--- src/rtl/vending_machine_def.sv ---
// Shared vending-machine definitions: sizing constants and ledger state encodings.
package vending_machine_def;

  localparam int kNumCoins  = 3;
  localparam int kNumItems  = 4;
  localparam int kTotalBits = 31;

  // Default timeout reload used by the downstream coin-return stage.
  localparam logic [31:0] kWaitTime = 32'd100;

  // Ledger state: idle (purchases allowed) or paying out change.
  typedef enum logic {
    S_IDLE   = 1'b0,
    S_RETURN = 1'b1
  } ledger_state_t;

endpackage

--- src/rtl/coin_sum.sv ---
// Combinational sum of the coin denominations picked by a mask, with a flag
// raised when the sum does not fit in a TOTAL_BITS-wide money total.
module coin_sum
  import vending_machine_def::*;
#(
  parameter int NUM_COINS  = kNumCoins,
  parameter int TOTAL_BITS = kTotalBits
) (
  input  logic [32*NUM_COINS-1:0] coin_value,
  input  logic [NUM_COINS-1:0]    coin_mask,
  output logic [TOTAL_BITS-1:0]   sum,
  output logic                    overflow
);

  // Wide enough to hold every denomination added together without wrapping.
  localparam int VW = (TOTAL_BITS > 32) ? TOTAL_BITS : 32;
  localparam int SW = VW + $clog2(NUM_COINS + 1) + 1;

  logic [SW-1:0] acc;

  // Add up every selected denomination at full precision.
  always_comb begin
    acc = '0;
    for (int j = 0; j < NUM_COINS; j++) begin
      if (coin_mask[j]) begin
        acc = acc + SW'(coin_value[32*j +: 32]);
      end
    end
  end

  assign sum      = acc[TOTAL_BITS-1:0];
  assign overflow = |acc[SW-1:TOTAL_BITS];

endmodule

--- src/rtl/vending_ledger.sv ---
// Vending-machine accounting stage: keeps the inserted / dispensed / returned
// running totals, decides which items are affordable, dispenses one item per
// cycle, and blocks purchases while change is being paid out.
module vending_ledger
  import vending_machine_def::*;
#(
  parameter int NUM_COINS  = kNumCoins,
  parameter int NUM_ITEMS  = kNumItems,
  parameter int TOTAL_BITS = kTotalBits
) (
  input  logic                    clk,
  input  logic                    reset,
  input  logic [32*NUM_COINS-1:0] coin_value,
  input  logic [32*NUM_ITEMS-1:0] item_price,
  input  logic [NUM_COINS-1:0]    i_input_coin,
  input  logic [NUM_ITEMS-1:0]    i_select_item,
  input  logic                    i_trigger_return,
  input  logic [31:0]             wait_time,
  input  logic [NUM_COINS-1:0]    o_return_coin,
  output logic [TOTAL_BITS-1:0]   input_total,
  output logic [TOTAL_BITS-1:0]   output_total,
  output logic [TOTAL_BITS-1:0]   return_total,
  output logic [NUM_ITEMS-1:0]    o_available_item,
  output logic [NUM_ITEMS-1:0]    o_output_item,
  output logic                    o_returning
);

  // Comparison width covering both a 32-bit price and a money total.
  localparam int CW = ((TOTAL_BITS > 32) ? TOTAL_BITS : 32) + 1;

  // o_returning is a registered copy of (state == S_RETURN), so it doubles as
  // the externally visible view of the state register.
  ledger_state_t state;

  logic [TOTAL_BITS-1:0] balance;
  logic [TOTAL_BITS-1:0] in_sum;
  logic [TOTAL_BITS-1:0] ret_sum;
  logic                  in_ovf;
  logic                  ret_ovf;
  logic [TOTAL_BITS:0]   in_next_wide;
  logic [TOTAL_BITS:0]   ret_next_wide;
  logic                  in_accept;
  logic                  ret_accept;
  logic [NUM_ITEMS-1:0]  afford;
  logic [NUM_ITEMS-1:0]  pick;
  logic [TOTAL_BITS-1:0] pick_price;
  logic                  pick_valid;

  // Money still owed to the customer; the totals only ever keep it >= 0.
  assign balance = input_total - output_total - return_total;

  coin_sum #(
    .NUM_COINS  (NUM_COINS),
    .TOTAL_BITS (TOTAL_BITS)
  ) u_input_sum (
    .coin_value (coin_value),
    .coin_mask  (i_input_coin),
    .sum        (in_sum),
    .overflow   (in_ovf)
  );

  coin_sum #(
    .NUM_COINS  (NUM_COINS),
    .TOTAL_BITS (TOTAL_BITS)
  ) u_return_sum (
    .coin_value (coin_value),
    .coin_mask  (o_return_coin),
    .sum        (ret_sum),
    .overflow   (ret_ovf)
  );

  // A cycle's coins are credited only if the new total still fits; otherwise
  // the whole cycle's coins are rejected rather than wrapping the total.
  assign in_next_wide  = {1'b0, input_total} + {1'b0, in_sum};
  assign in_accept     = !in_ovf && !in_next_wide[TOTAL_BITS];

  // Returns never exceed what was inserted; a payout that cannot be
  // represented could only come from a faulty downstream and is dropped.
  assign ret_next_wide = {1'b0, return_total} + {1'b0, ret_sum};
  assign ret_accept    = !ret_ovf && !ret_next_wide[TOTAL_BITS];

  // Affordability of each slot against the current registered balance.
  always_comb begin
    afford = '0;
    for (int k = 0; k < NUM_ITEMS; k++) begin
      afford[k] = CW'(item_price[32*k +: 32]) <= CW'(balance);
    end
  end

  // Lowest-index selected item that is advertised available. The extra check
  // against the live balance stops a held select from buying on a stale
  // availability bit the cycle right after a previous dispense.
  always_comb begin
    pick       = '0;
    pick_price = '0;
    pick_valid = 1'b0;
    if (state == S_IDLE) begin
      for (int k = NUM_ITEMS - 1; k >= 0; k--) begin
        if (i_select_item[k] && o_available_item[k] && afford[k]) begin
          pick       = '0;
          pick[k]    = 1'b1;
          pick_price = TOTAL_BITS'(item_price[32*k +: 32]);
          pick_valid = 1'b1;
        end
      end
    end
  end

  // Running totals, availability and dispense pulse.
  always_ff @(posedge clk) begin
    if (reset) begin
      input_total      <= '0;
      output_total     <= '0;
      return_total     <= '0;
      o_available_item <= '0;
      o_output_item    <= '0;
    end else begin
      if (in_accept) begin
        input_total <= in_next_wide[TOTAL_BITS-1:0];
      end
      if (ret_accept) begin
        return_total <= ret_next_wide[TOTAL_BITS-1:0];
      end
      if (pick_valid) begin
        output_total <= output_total + pick_price;
      end
      o_output_item    <= pick;
      o_available_item <= afford & {NUM_ITEMS{state == S_IDLE}};
    end
  end

  // Idle / return state machine; change payout starts on a user request or
  // timeout while money is owed, and ends once nothing is owed or in flight.
  always_ff @(posedge clk) begin
    if (reset) begin
      state       <= S_IDLE;
      o_returning <= 1'b0;
    end else begin
      case (state)
        S_IDLE: begin
          if ((i_trigger_return || (wait_time == 32'd0)) && (balance != '0)) begin
            state       <= S_RETURN;
            o_returning <= 1'b1;
          end
        end
        S_RETURN: begin
          if ((balance == '0) && (o_return_coin == '0)) begin
            state       <= S_IDLE;
            o_returning <= 1'b0;
          end
        end
        default: begin
          state       <= S_IDLE;
          o_returning <= 1'b0;
        end
      endcase
    end
  end

endmodule

--- config.mk ---
export PLATFORM = sky130hd
export DESIGN_NAME = vending_ledger
export DESIGN_NICKNAME = d
export VERILOG_FILES = /design/src/rtl/vending_machine_def.sv /design/src/rtl/coin_sum.sv /design/src/rtl/vending_ledger.sv
export SDC_FILE = /design/constraint.sdc
export NUM_CORES = 1
export LEC_CHECK = 0
export CELL_PAD_IN_SITES_DETAIL_PLACEMENT = 1
export CELL_PAD_IN_SITES_GLOBAL_PLACEMENT = 1
export CORE_MARGIN = 2
export CORE_UTILIZATION = 30
export CTS_CLUSTER_SIZE = 16
export DETAILED_ROUTE_END_ITERATION = 7
export PLACE_DENSITY = 0.7
export SLEW_MARGIN = 20
export SYNTH_ARGS = -nofsm -noshare
export SYNTH_HDL_FRONTEND = slang
export SYNTH_SLANG_ARGS = --single-unit
--- constraint.sdc ---
create_clock -name clk -period 28.7 [get_ports clk]
set_input_delay 4.305 -clock clk [delete_from_list [all_inputs] [get_ports clk]]
set_output_delay 4.305 -clock clk [all_outputs]
set_load 0.02 [all_outputs]
== Yosys cells after proc, flatten, opt, wreduce, memory -nomap -nowiden ==
Cells that the tools add are included.
Word-level totals
  register bits after elaboration: 103
  word-level logic and storage cells: 81
  output and inout port bits: 102
Cells by class
  add/sub/neg operators: 9
  mux-type cells: 26
  bitwise gates (word level): 2
  equal/unequal tests: 2
  $lt $le $gt $ge: 4
  reductions and logical operators: 28
Operators by type and width (count)
  31-bit 2-to-1 mux: 5
  35-bit 2-to-1 mux: 4
  32-bit by 31-bit less-or-equal comparator with 1-bit output: 4
  35-bit by 32-bit adder with 35-bit output: 2
  32-bit by 32-bit adder with 33-bit output: 2
  31-bit by 31-bit adder with 32-bit output: 2
  32-bit 2-to-1 mux: 2
  31-bit subtractor: 2
  32-bit logical NOT: 1
  31-bit adder: 1
  31-bit logical NOT: 1
  31-bit nonzero test: 1
  1-bit logical AND: 12
  4-bit OR reduction: 3
  1-bit 2-to-1 mux: 10
  5-bit OR reduction: 1
  4-bit bitwise AND: 1
  1-bit logical NOT: 4
  4-bit 2-to-1 mux: 1
  2-bit by 1-bit inequality test with 1-bit output (second input constant): 2
  1-bit one-hot mux with 2 select lines: 2
  3-bit logical NOT: 1
  3-bit 2-to-1 mux: 1
  3-bit OR reduction: 1
  5 further kinds: 5

== Logic depth before layout (Yosys ltp) ==
Gate-level depths: netlist (run 1).
  word-level depth: 10
  mapped depth: 45

== Modules after synthesis ==
Synthesis (run 1) repeated with hierarchy kept, for this count alone.
Unflattened totals
  cell total of the unflattened synthesis: 3113
  area, all modules: 23000.8 um^2
Modules (own cells, without submodules)
  vending_ledger: times used 1, area each 14313.7 um^2, cells an instance 1848
  coin_sum at u_return_sum: times used 1, area each 4478.0 um^2, cells an instance 650
  coin_sum at u_input_sum: times used 1, area each 4209.0 um^2, cells an instance 615

== Worst setup path before layout (run 1) ==
No wires, ideal clock.
  path kind: input port to flip-flop
  from: input i_input_coin[0]
  to: register input_total[1]
  slack: 17.454 ns
  data arrival time: 11.175 ns
  stages on the path: 35
  data required time: 28.630 ns
  cell sequence: clkbuf_1 > clkbuf_1 > nand2_1 > inv_1 > fa_1 > a211oi_1 > nor2_1 > o31ai_1 > a22o_1 > o21ai_0 > a31o_2 > and2_1 > o21a_1 > o311ai_0 > o21ai_0 > ha_1 > a21o_1 > a21o_1 > a221oi_1 > nand2_1 > a21oi_1 > nor2_1 > xor2_1 > mux2_2 > ha_1 > nand2_1 > nor3_1 > or4b_2 > a21oi_1 > or2_2 > o211ai_1 > o21ai_1 > clkbuf_1 > o31ai_1 > a21oi_1
On the way
  word-level cells in the longest chain between the ends: 8
RTL lines
  start: declaration: RTL line vending_ledger.sv:15  | input logic [NUM_COINS-1:0] i_input_coin,
  32-bit 2-to-1 mux *: RTL line coin_sum.sv:25  | if (coin_mask[j]) begin
  32-bit by 32-bit adder with 33-bit output: RTL line coin_sum.sv:26  | acc = acc + SW'(coin_value[32*j +: 32]);
  35-bit 2-to-1 mux *: RTL line coin_sum.sv:25
  35-bit by 32-bit adder with 35-bit output: RTL line coin_sum.sv:26
  35-bit 2-to-1 mux *: RTL line coin_sum.sv:25
  31-bit by 31-bit adder with 32-bit output / 4-bit OR reduction (equally long branches): RTL line vending_ledger.sv:74, coin_sum.sv:32
  1-bit logical NOT: RTL line vending_ledger.sv:75  | assign in_accept = !in_ovf && !in_next_wide[TOTAL_BITS];
  1-bit logical AND: RTL line vending_ledger.sv:75
  end signal: assignment: RTL line vending_ledger.sv:119  | input_total <= in_next_wide[TOTAL_BITS-1:0];
  end: declaration: RTL line vending_ledger.sv:20  | output logic [TOTAL_BITS-1:0] input_total,
Mark *: on every way between the ends. The rest lies on a longest branch, timed or not.
A chain may end at the register's enable or synchronous reset.

== Worst setup path in the final report (run 1) ==
  from: input i_input_coin[0]
  to: register input_total[2]
Same word-level chain as after synthesis.

==> qor.yml, run 1 <==
min_to: "state"
synth_edf_count: 0
postCtsSetupBuffers: 0
max_freq_ghz: 0.0791
design.die.area_um2: 76800
grt_pass1_wl_um: 137000
rsz0062_at_grt: "no"
ctsHoldBuffers: 0
tightestPinTransition_ns: 1.07
syn_inst: 2993
async_reset_ff_frac: 0
dr.first_iter.drc_count: 1133
gp_congestion: 0.914
seq_area_frac_synth: 0.0921
first_global_vias: 24247
reg2reg_from: "output_total[0]"
final_layout_size_suffix_gt1_frac: 0.0491
synth_most_common_cell: "ha_1"
netlist_area_um2: 22400
r2r_slack_ns: 17.10
ys_ff_latch: 103
reg2reg_to: "output_total[30]"
required_ns: 29.01
htreeDepth: 3
routed_wirelength_um: 87900
grt_max_degree: 70
cp.arrival_ns: 12.96
portBuffers: 370
ys_types: 95
max_stage_delay_ns: 0.81
max_cap_viol_count: 0
clock_path_buffers: 2
die_x_um: 277
route.antenna.remaining_nets: 0
cp_max_fo: 32
wl_per_cell_um: 20.6
syn_area_per_cell_um2: 7.48
synth_top_area_share: 0.206
postSynthNetCount: 3667
yosys.area_share.simple: 0.193
relSlewSlack: 0.283
globalRoute.totalOverflow: 0
num-nets-final: 3966
postLayoutCoreUtil: 0.369
cts_resized: 0
synth_common_cells: "368 x ha_1, 361 x a21oi_1, 244 x nor2_1"
reg2reg_depth: 38
synthXorXnorAreaFrac: 0.0826
finalSetupViolCount: 0
fin_crit_ns: 12.65
hold_class: "reg2reg"
hold_viol: 0
clkSinkCount: 103
outcome: "completed"
fp-row-count: 100
synthTopCellsByArea: "ha_1 21%, dfxtp_1 9.2%, a21oi_1 8.1%"
slowest_stage: "o21a_1"
tns_ns: 0
skew_ns: 0.0125
die_h_um: 277
hold_depth: 2
vias_per_cell: 5.52
synth_top_family_by_area: "compound AO/OA/AOI/OAI gates"
cts_root_buf: "clkbuf_16"
io_pins: 371
hold_start: "state"
critPathKind: "in2reg"
synthMuxAreaShare: 0.0484
grt_usage: 0.224
cts_tree: "done"
dp_slack_ns: 15.72
period_share: 0.441
end_kind: "flip-flop"
cts_inserted_buffers: 9
synthAdderAreaFrac: 0.240
synth_compound_area_frac: 0.293
fin_ws_ns: 16.05
path_clk_slew_ns: 0.08
hpwl_um: 75000
synth_ff_type: "dfxtp_1"
vias: 23557
startpoint_type: "input port"
coreArea_um2: 74200
area_growth_pct: 22.5
yosys_warnings: 0
drc: 0
drt_pass1_iterations: 5
finalMaxSlewViolations: 0
antenna_found_initial: 2
synth_area_leader_cell: "ha_1"
nFillCells: 9032
start_util: 0.302
worstSkewPairLatency_ns: 0.39
-- state kept, by name (all words and copies together), names as in the netlist --
name,count
input_total,31
o_returning,1
o_available_item,4
output_total,31
o_output_item,4
return_total,31
state,1
-- per-layer routing --
metal,GRT usage,part of all wire,up-vias
li1,-,-,11696
met1,0.269,0.43,11356
met2,0.409,0.50,386
met3,0.0308,0.038,119
met4,0.0715,0.031,0
met5,0,0,-
-- worst max-delay path, delay by kind of cell --
kind                       cells  cell delay, ns
AOI/OAI and AO/OA             20            5.23
and+or+nand+nor                8            1.29
adders and majority gates      4            1.28
buffers and inverters          2            0.63
xor gates and xnor gates       1            0.16
-- final cells by class --
type | instances | area, um2 | share of cell area
Inverter | 190 | 713 | 0.0260
Sequential cell | 103 | 2060 | 0.0752
Clock inverter | 6 | 115 | 0.00420
Multi-Input combinational cell | 2595 | 19200 | 0.701
Antenna cell | 1 | 2.50 | 0.0000913
Tap cell | 969 | 1210 | 0.0442
Timing Repair Buffer | 393 | 3850 | 0.141
Clock buffer | 10 | 239 | 0.00872
-- layout by cell type, fill, tap and decap left out, drive strengths merged, types with 18 or more instances in the layout --
master / count
and2: 52
and3: 26
nor2: 244
ha: 368
nor4: 18
nand2: 186
or3: 50
o21bai: 52
nor2b: 32
a21oi: 362
clkdlybuf4s50: 365
nor3: 48
xnor2: 148
a21o: 122
nand4: 68
nand3: 75
a221oi: 42
mux2i: 26
inv: 191
a31oi: 18
dfxtp: 103
mux2: 73
buf: 28
o21ai: 160
o211ai: 26
fa: 37
o21a: 40
xor2: 51
o31ai: 40
a211oi: 28
nand2b: 32
-- through the flow --
step	cells	area, um2	hold WS (ns)
2_1_floorplan	2993	22400	0.548
3_3_place_gp	4250	27100	0.471
3_5_place_dp	4250	27100	0.485
4_1_cts	4266	27400	0.498
5_1_grt	4267	27400	0.531
6_report	4267	27400	0.495
-- cell families (layout without fill, tap and decap cells) --
kind of cell / Yosys count / count (layout)
AO/OA/AOI/OAI: 1011 / 1011
XOR/XNOR: 203 / 203
adder cells (fa/ha/maj): 407 / 407
buffers and inverters: 295 / 599
flip-flops: 103 / 103
multiplexers: 99 / 99
other: 0 / 1
AND/OR/NAND/NOR: 875 / 875
-- how the worst max path moves through the flow --
stage	from	endpoint	slack, ns
after floorplan	i_input_coin[0]	input_total[1]	17.45
after global placement	i_input_coin[0]	input_total[25]	15.89
after detailed placement	i_input_coin[0]	input_total[23]	15.72
after CTS	i_input_coin[0]	input_total[23]	16.07
after global routing	i_input_coin[0]	input_total[7]	15.31
final	i_input_coin[0]	input_total[2]	16.05
Power of run 1 is left out: the tool's default activity adds up to more than one toggle a clock period on the data nets, which glitch-free logic cannot reach.
==> run 2, diff against run 1 <==
==> constraint.sdc (replaced) <==
create_clock -name clk -period 12.23 [get_ports clk]
set_input_delay 1.8345 -clock clk [delete_from_list [all_inputs] [get_ports clk]]
set_output_delay 1.8345 -clock clk [all_outputs]
set_load 0.02 [all_outputs]
==> qor.yml, run 2 (synthesis gave the netlist of run 1 again) <==
vias_per_cell: 5.51
instances_no_fill: 4274
area_growth_pct: 22.7
finalSetupViolCount: 0
cp_max_fo: 16
globalRoute.totalOverflow: 0
hpwl_um: 75600
routed_wirelength_um: 88600
postPlaceCellArea_um2: 27100
antenna_found_initial: 2
hold_class: "reg2reg"
gp_congestion: 0.925
path_clk_slew_ns: 0.08
fin_ws_ns: 1.15
start_util: 0.302
coreArea_um2: 74200
place_inst: 4256
end_kind: "flip-flop"
relSlewSlack: 0.352
required_ns: 12.52
grt_pass1_wl_um: 137000
max_freq_ghz: 0.0902
slowest_stage: "xnor2_1"
num-nets-final: 3972
drt_pass1_iterations: 5
layout_common_cells: "368 x ha_1, 365 x clkdlybuf4s50_1, 361 x a21oi_1"
max_cap_viol_count: 0
top_regs: "input_total x31, output_total x31, return_total x31"
fin_crit_ns: 11.08
max_stage_delay_ns: 0.55
clock_path_buffers: 2
cp.arrival_ns: 11.37
portBuffers: 370
clkSinkCount: 103
die_x_um: 277
io_pins: 371
drc: 0
final_common_cell: "ha_1"
final_layout_size_suffix_gt1_frac: 0.0509
ctsHoldBuffers: 0
design.die.area_um2: 76800
multi_input_area_um2: 19200
wl_per_cell_um: 20.7
tightestPinTransition_ns: 0.964
rsz0062_at_grt: "no"
route.antenna.remaining_nets: 0
fp-row-count: 100
cts_tree: "done"
outcome: "completed"
skew_ns: 0.0158
finalMaxSlewViolations: 0
grt_usage: 0.225
postCtsSetupBuffers: 0
cts_inserted_buffers: 9
ff_latch_area_um2: 2060
period_share: 0.906
final_area_um2: 27500
grt_max_degree: 67
nFillCells: 9086
first_global_vias: 24012
vias: 23565
cts_resized: 0
cts_root_buf: "clkbuf_16"
tns_ns: 0
dr.first_iter.drc_count: 1159
startpoint_type: "flip-flop"
die_h_um: 277
dp_slack_ns: 1.28
hold_viol: 0
critPathKind: "reg2reg"
htreeDepth: 3
worstSkewPairLatency_ns: 0.40
==> run 2: changes by cell type in the layout (fill, tap and decap cells not counted), sizes merged <==
cell,before,now
buf,28,34
clkbuf,10,9
clkinvlp,1,0
diode,1,2
inv,191,193
==> run 2: cell type report <==
type / count / share of cell area
Clock inverter: 7 / 0.00456
Antenna cell: 2 / 0.000182
Multi-Input combinational cell: 2595 / 0.700
Tap cell: 969 / 0.0442
Clock buffer: 9 / 0.00820
Sequential cell: 103 / 0.0751
Inverter: 190 / 0.0260
Timing Repair Buffer: 399 / 0.142
==> run 2: worst paths after layout <==
kind	from	end	slack [ns]	cells after the start
setup / recovery	output_total[0]	output_total[30]	1.15	40
hold / removal	state	state	0.49	2
setup reg to reg	output_total[0]	output_total[30]	1.15	40
hold reg to reg	state	state	0.49	2
==> run 2: stage by stage <==
step	hold WS (ns)	utilization
2_1_floorplan	0.548	-
3_3_place_gp	0.477	0.365
3_5_place_dp	0.484	0.365
4_1_cts	0.496	0.370
5_1_grt	0.539	0.370
6_report	0.493	0.370
==> run 2: per-layer routing <==
| layer | up-vias | wire length [um] | global-route usage | share of wire |
|---|---|---|---|---|
| li1 | 11708 | - | - | - |
| met1 | 11345 | 38800 | 0.276 | 0.44 |
| met2 | 391 | 43300 | 0.399 | 0.49 |
| met3 | 119 | 3490 | 0.0354 | 0.039 |
| met5 | - | 13 | 0 | 0.00015 |
| met4 | 2 | 2900 | 0.0718 | 0.033 |
==> run 2: critical path: cells and delay by family (launching register included) <==
kind | cells | cell delay (ns)
DFF | 1 | 0.40
and+or+nand+nor | 8 | 1.55
xor gates and xnor gates | 1 | 0.55
muxes | 3 | 0.70
buffers and inverters | 3 | 0.45
adders and majority gates | 5 | 1.69
AOI/OAI and AO/OA | 20 | 5.62
Power of run 2 is left out for the same reason.
==> run 3, diff against run 2 <==
--- a/config.mk
+++ b/config.mk
@@ -5,13 +5,15 @@
 export SDC_FILE = /design/constraint.sdc
 export NUM_CORES = 1
 export LEC_CHECK = 0
+export ABC_AREA = 1
 export CELL_PAD_IN_SITES_DETAIL_PLACEMENT = 1
 export CELL_PAD_IN_SITES_GLOBAL_PLACEMENT = 1
 export CORE_MARGIN = 2
 export CORE_UTILIZATION = 30
 export CTS_CLUSTER_SIZE = 16
 export DETAILED_ROUTE_END_ITERATION = 7
-export PLACE_DENSITY = 0.7
+export PLACE_DENSITY = 0.73
+export REMOVE_ABC_BUFFERS = 1
 export SLEW_MARGIN = 20
 export SYNTH_ARGS = -nofsm -noshare
 export SYNTH_HDL_FRONTEND = slang
==> qor.yml, run 3 <==
io_pins: 371
tns_ns: 0
cp_top_family: "compound AO/OA/AOI/OAI gates"
finalSetupViolCount: 0
hold_class: "reg2reg"
syn_area_per_cell_um2: 6.34
synth_common_cells: "800 x nand2_1, 426 x a21oi_1, 405 x inv_1"
end_kind: "flip-flop"
coreArea_um2: 72600
gp_congestion: 0.970
grt_usage: 0.236
reg2reg_depth: 45
start_util: 0.302
critPathKind: "reg2reg"
outcome: "completed"
ctsHoldBuffers: 0
postCtsSetupBuffers: 0
skew_ns: 0.0146
max_cap_viol_count: 0
num-nets-final: 4444
synth_area_leader_cell: "ha_1"
fin_crit_ns: 10.36
vias_per_cell: 5.20
worst-path-buf-inv: 6
clkSinkCount: 103
htreeDepth: 3
final_common_cell: "nand2_1"
wl_per_cell_um: 19.2
yosys_warnings: 0
antenna_found_initial: 2
relSlewSlack: 0.197
hold_start: "o_returning"
routed_wirelength_um: 91000
async_reset_ff_frac: 0
reg2reg_to: "output_total[26]"
rsz0062_at_grt: "no"
synth_most_common_cell: "nand2_1"
drc: 0
syn_inst: 3453
fin_ws_ns: 1.87
hold_depth: 2
hpwl_um: 79600
postLayoutCoreUtil: 0.370
finalMaxSlewViolations: 0
grt_max_degree: 59
max_freq_ghz: 0.0965
synth_ff_type: "dfxtp_1"
hold_viol: 0
dr.first_iter.drc_count: 1326
path_clk_slew_ns: 0.09
area_growth_pct: 22.7
reg2reg_from: "return_total[0]"
drt_pass1_iterations: 5
cts_inserted_buffers: 9
nFillCells: 9503
cts_tree: "done"
netlist_area_um2: 21900
cts_root_buf: "clkbuf_16"
clock_path_buffers: 2
cts_resized: 0
portBuffers: 370
max_stage_delay_ns: 0.56
dp_slack_ns: 1.22
cp.arrival_ns: 10.62
die_h_um: 274
synthTopCellsByArea: "ha_1 21%, nand2_1 14%, a21oi_1 9.7%"
first_global_vias: 24947
holdWs_ns: 0.472
top_regs: "input_total x31, output_total x31, return_total x31"
period_share: 0.847
final_layout_size_suffix_gt1_frac: 0.0281
fp-row-count: 99
vias: 24601
route.antenna.remaining_nets: 0
layout_common_cells: "800 x nand2_1, 426 x a21oi_1, 404 x inv_1"
required_ns: 12.49
ys_types: 56
slowest_stage: "xor2_1"
globalRoute.totalOverflow: 0
worst_path_most_repeated_cell: "nand2_1"
startpoint_type: "flip-flop"
min_to: "o_returning"
cp_max_fo: 27
design.die.area_um2: 75100
worstSkewPairLatency_ns: 0.39
synth_edf_count: 0
synth_top_area_share: 0.210
seq_area_frac_synth: 0.0942
r2r_slack_ns: 1.87
die_x_um: 274
ys_ff_latch: 103
tightestPinTransition_ns: 1.19
grt_pass1_wl_um: 139000
-- run 3: cell types whose count changed after synthesis, sizes merged, moves of 66 or more --
cell | before | now
nand2 | 186 | 812
inv | 190 | 406
o21ai | 160 | 320
a21o | 122 | 18
mux2 | 73 | 0
a21oi | 362 | 428
-- run 3: worst reg2reg max path: cells and delay by family (launching register included) --
kind | cells | cell delay (ns)
AO/OA/AOI/OAI | 14 | 3.30
XOR/XNOR | 2 | 0.74
adder cells (fa/ha/maj) | 5 | 1.72
buffers and inverters | 6 | 0.95
flip-flops | 1 | 0.37
AND/OR/NAND/NOR | 18 | 3.17
-- run 3: worst max-delay path by stage --
stage	to	depth (start not counted)	slack, ns	startpoint
floorplan	return_total[30]	38	3.95	coin_value[0]
global placement	return_total[30]	37	1.39	o_return_coin[0]
detailed placement	return_total[30]	37	1.22	o_return_coin[0]
CTS	return_total[30]	37	1.59	o_return_coin[0]
global route	output_total[20]	45	0.92	output_total[0]
finish	output_total[26]	45	1.87	return_total[0]
-- run 3: per-layer routing --
metal	global-route usage	vias to the layer above	part of all wire
li1	-	12400	-
met1	0.299	11572	0.45
met2	0.420	516	0.48
met3	0.0203	113	0.039
met4	0.0751	0	0.032
met5	0	-	0
-- run 3: layout make-up --
class	count	area [um2]	area share
Antenna cell	1	2.50	0.0000932
Clock buffer	9	225	0.00839
Clock inverter	7	67.6	0.00252
Inverter	410	1540	0.0574
Multi-Input combinational cell	2857	17900	0.667
Sequential cell	103	2060	0.0768
Tap cell	959	1200	0.0447
Timing Repair Buffer	389	3850	0.143
-- run 3: kinds of logic (layout without fill, tap and decap cells) --
kind of cell / Yosys count / in the layout / share of synthesized area
compound gates: 945 / 945 / 0.243
xor+xnor: 197 / 197 / 0.0788
fa+ha+maj: 405 / 405 / 0.244
buf+inv: 493 / 815 / 0.0880
flops: 103 / 103 / 0.0942
other cells: 0 / 1 / 0
simple gates: 1310 / 1310 / 0.252
-- run 3: per-stage QoR --
| step | area (um2) | instances |
|---|---|---|
| final | 26900 | 4735 |
| after global routing | 26900 | 4735 |
| after CTS | 26800 | 4734 |
| after detailed placement | 26500 | 4718 |
| after global placement | 26500 | 4718 |
| after floorplan | 21500 | 3370 |
Power of run 3 is left out for the same reason.
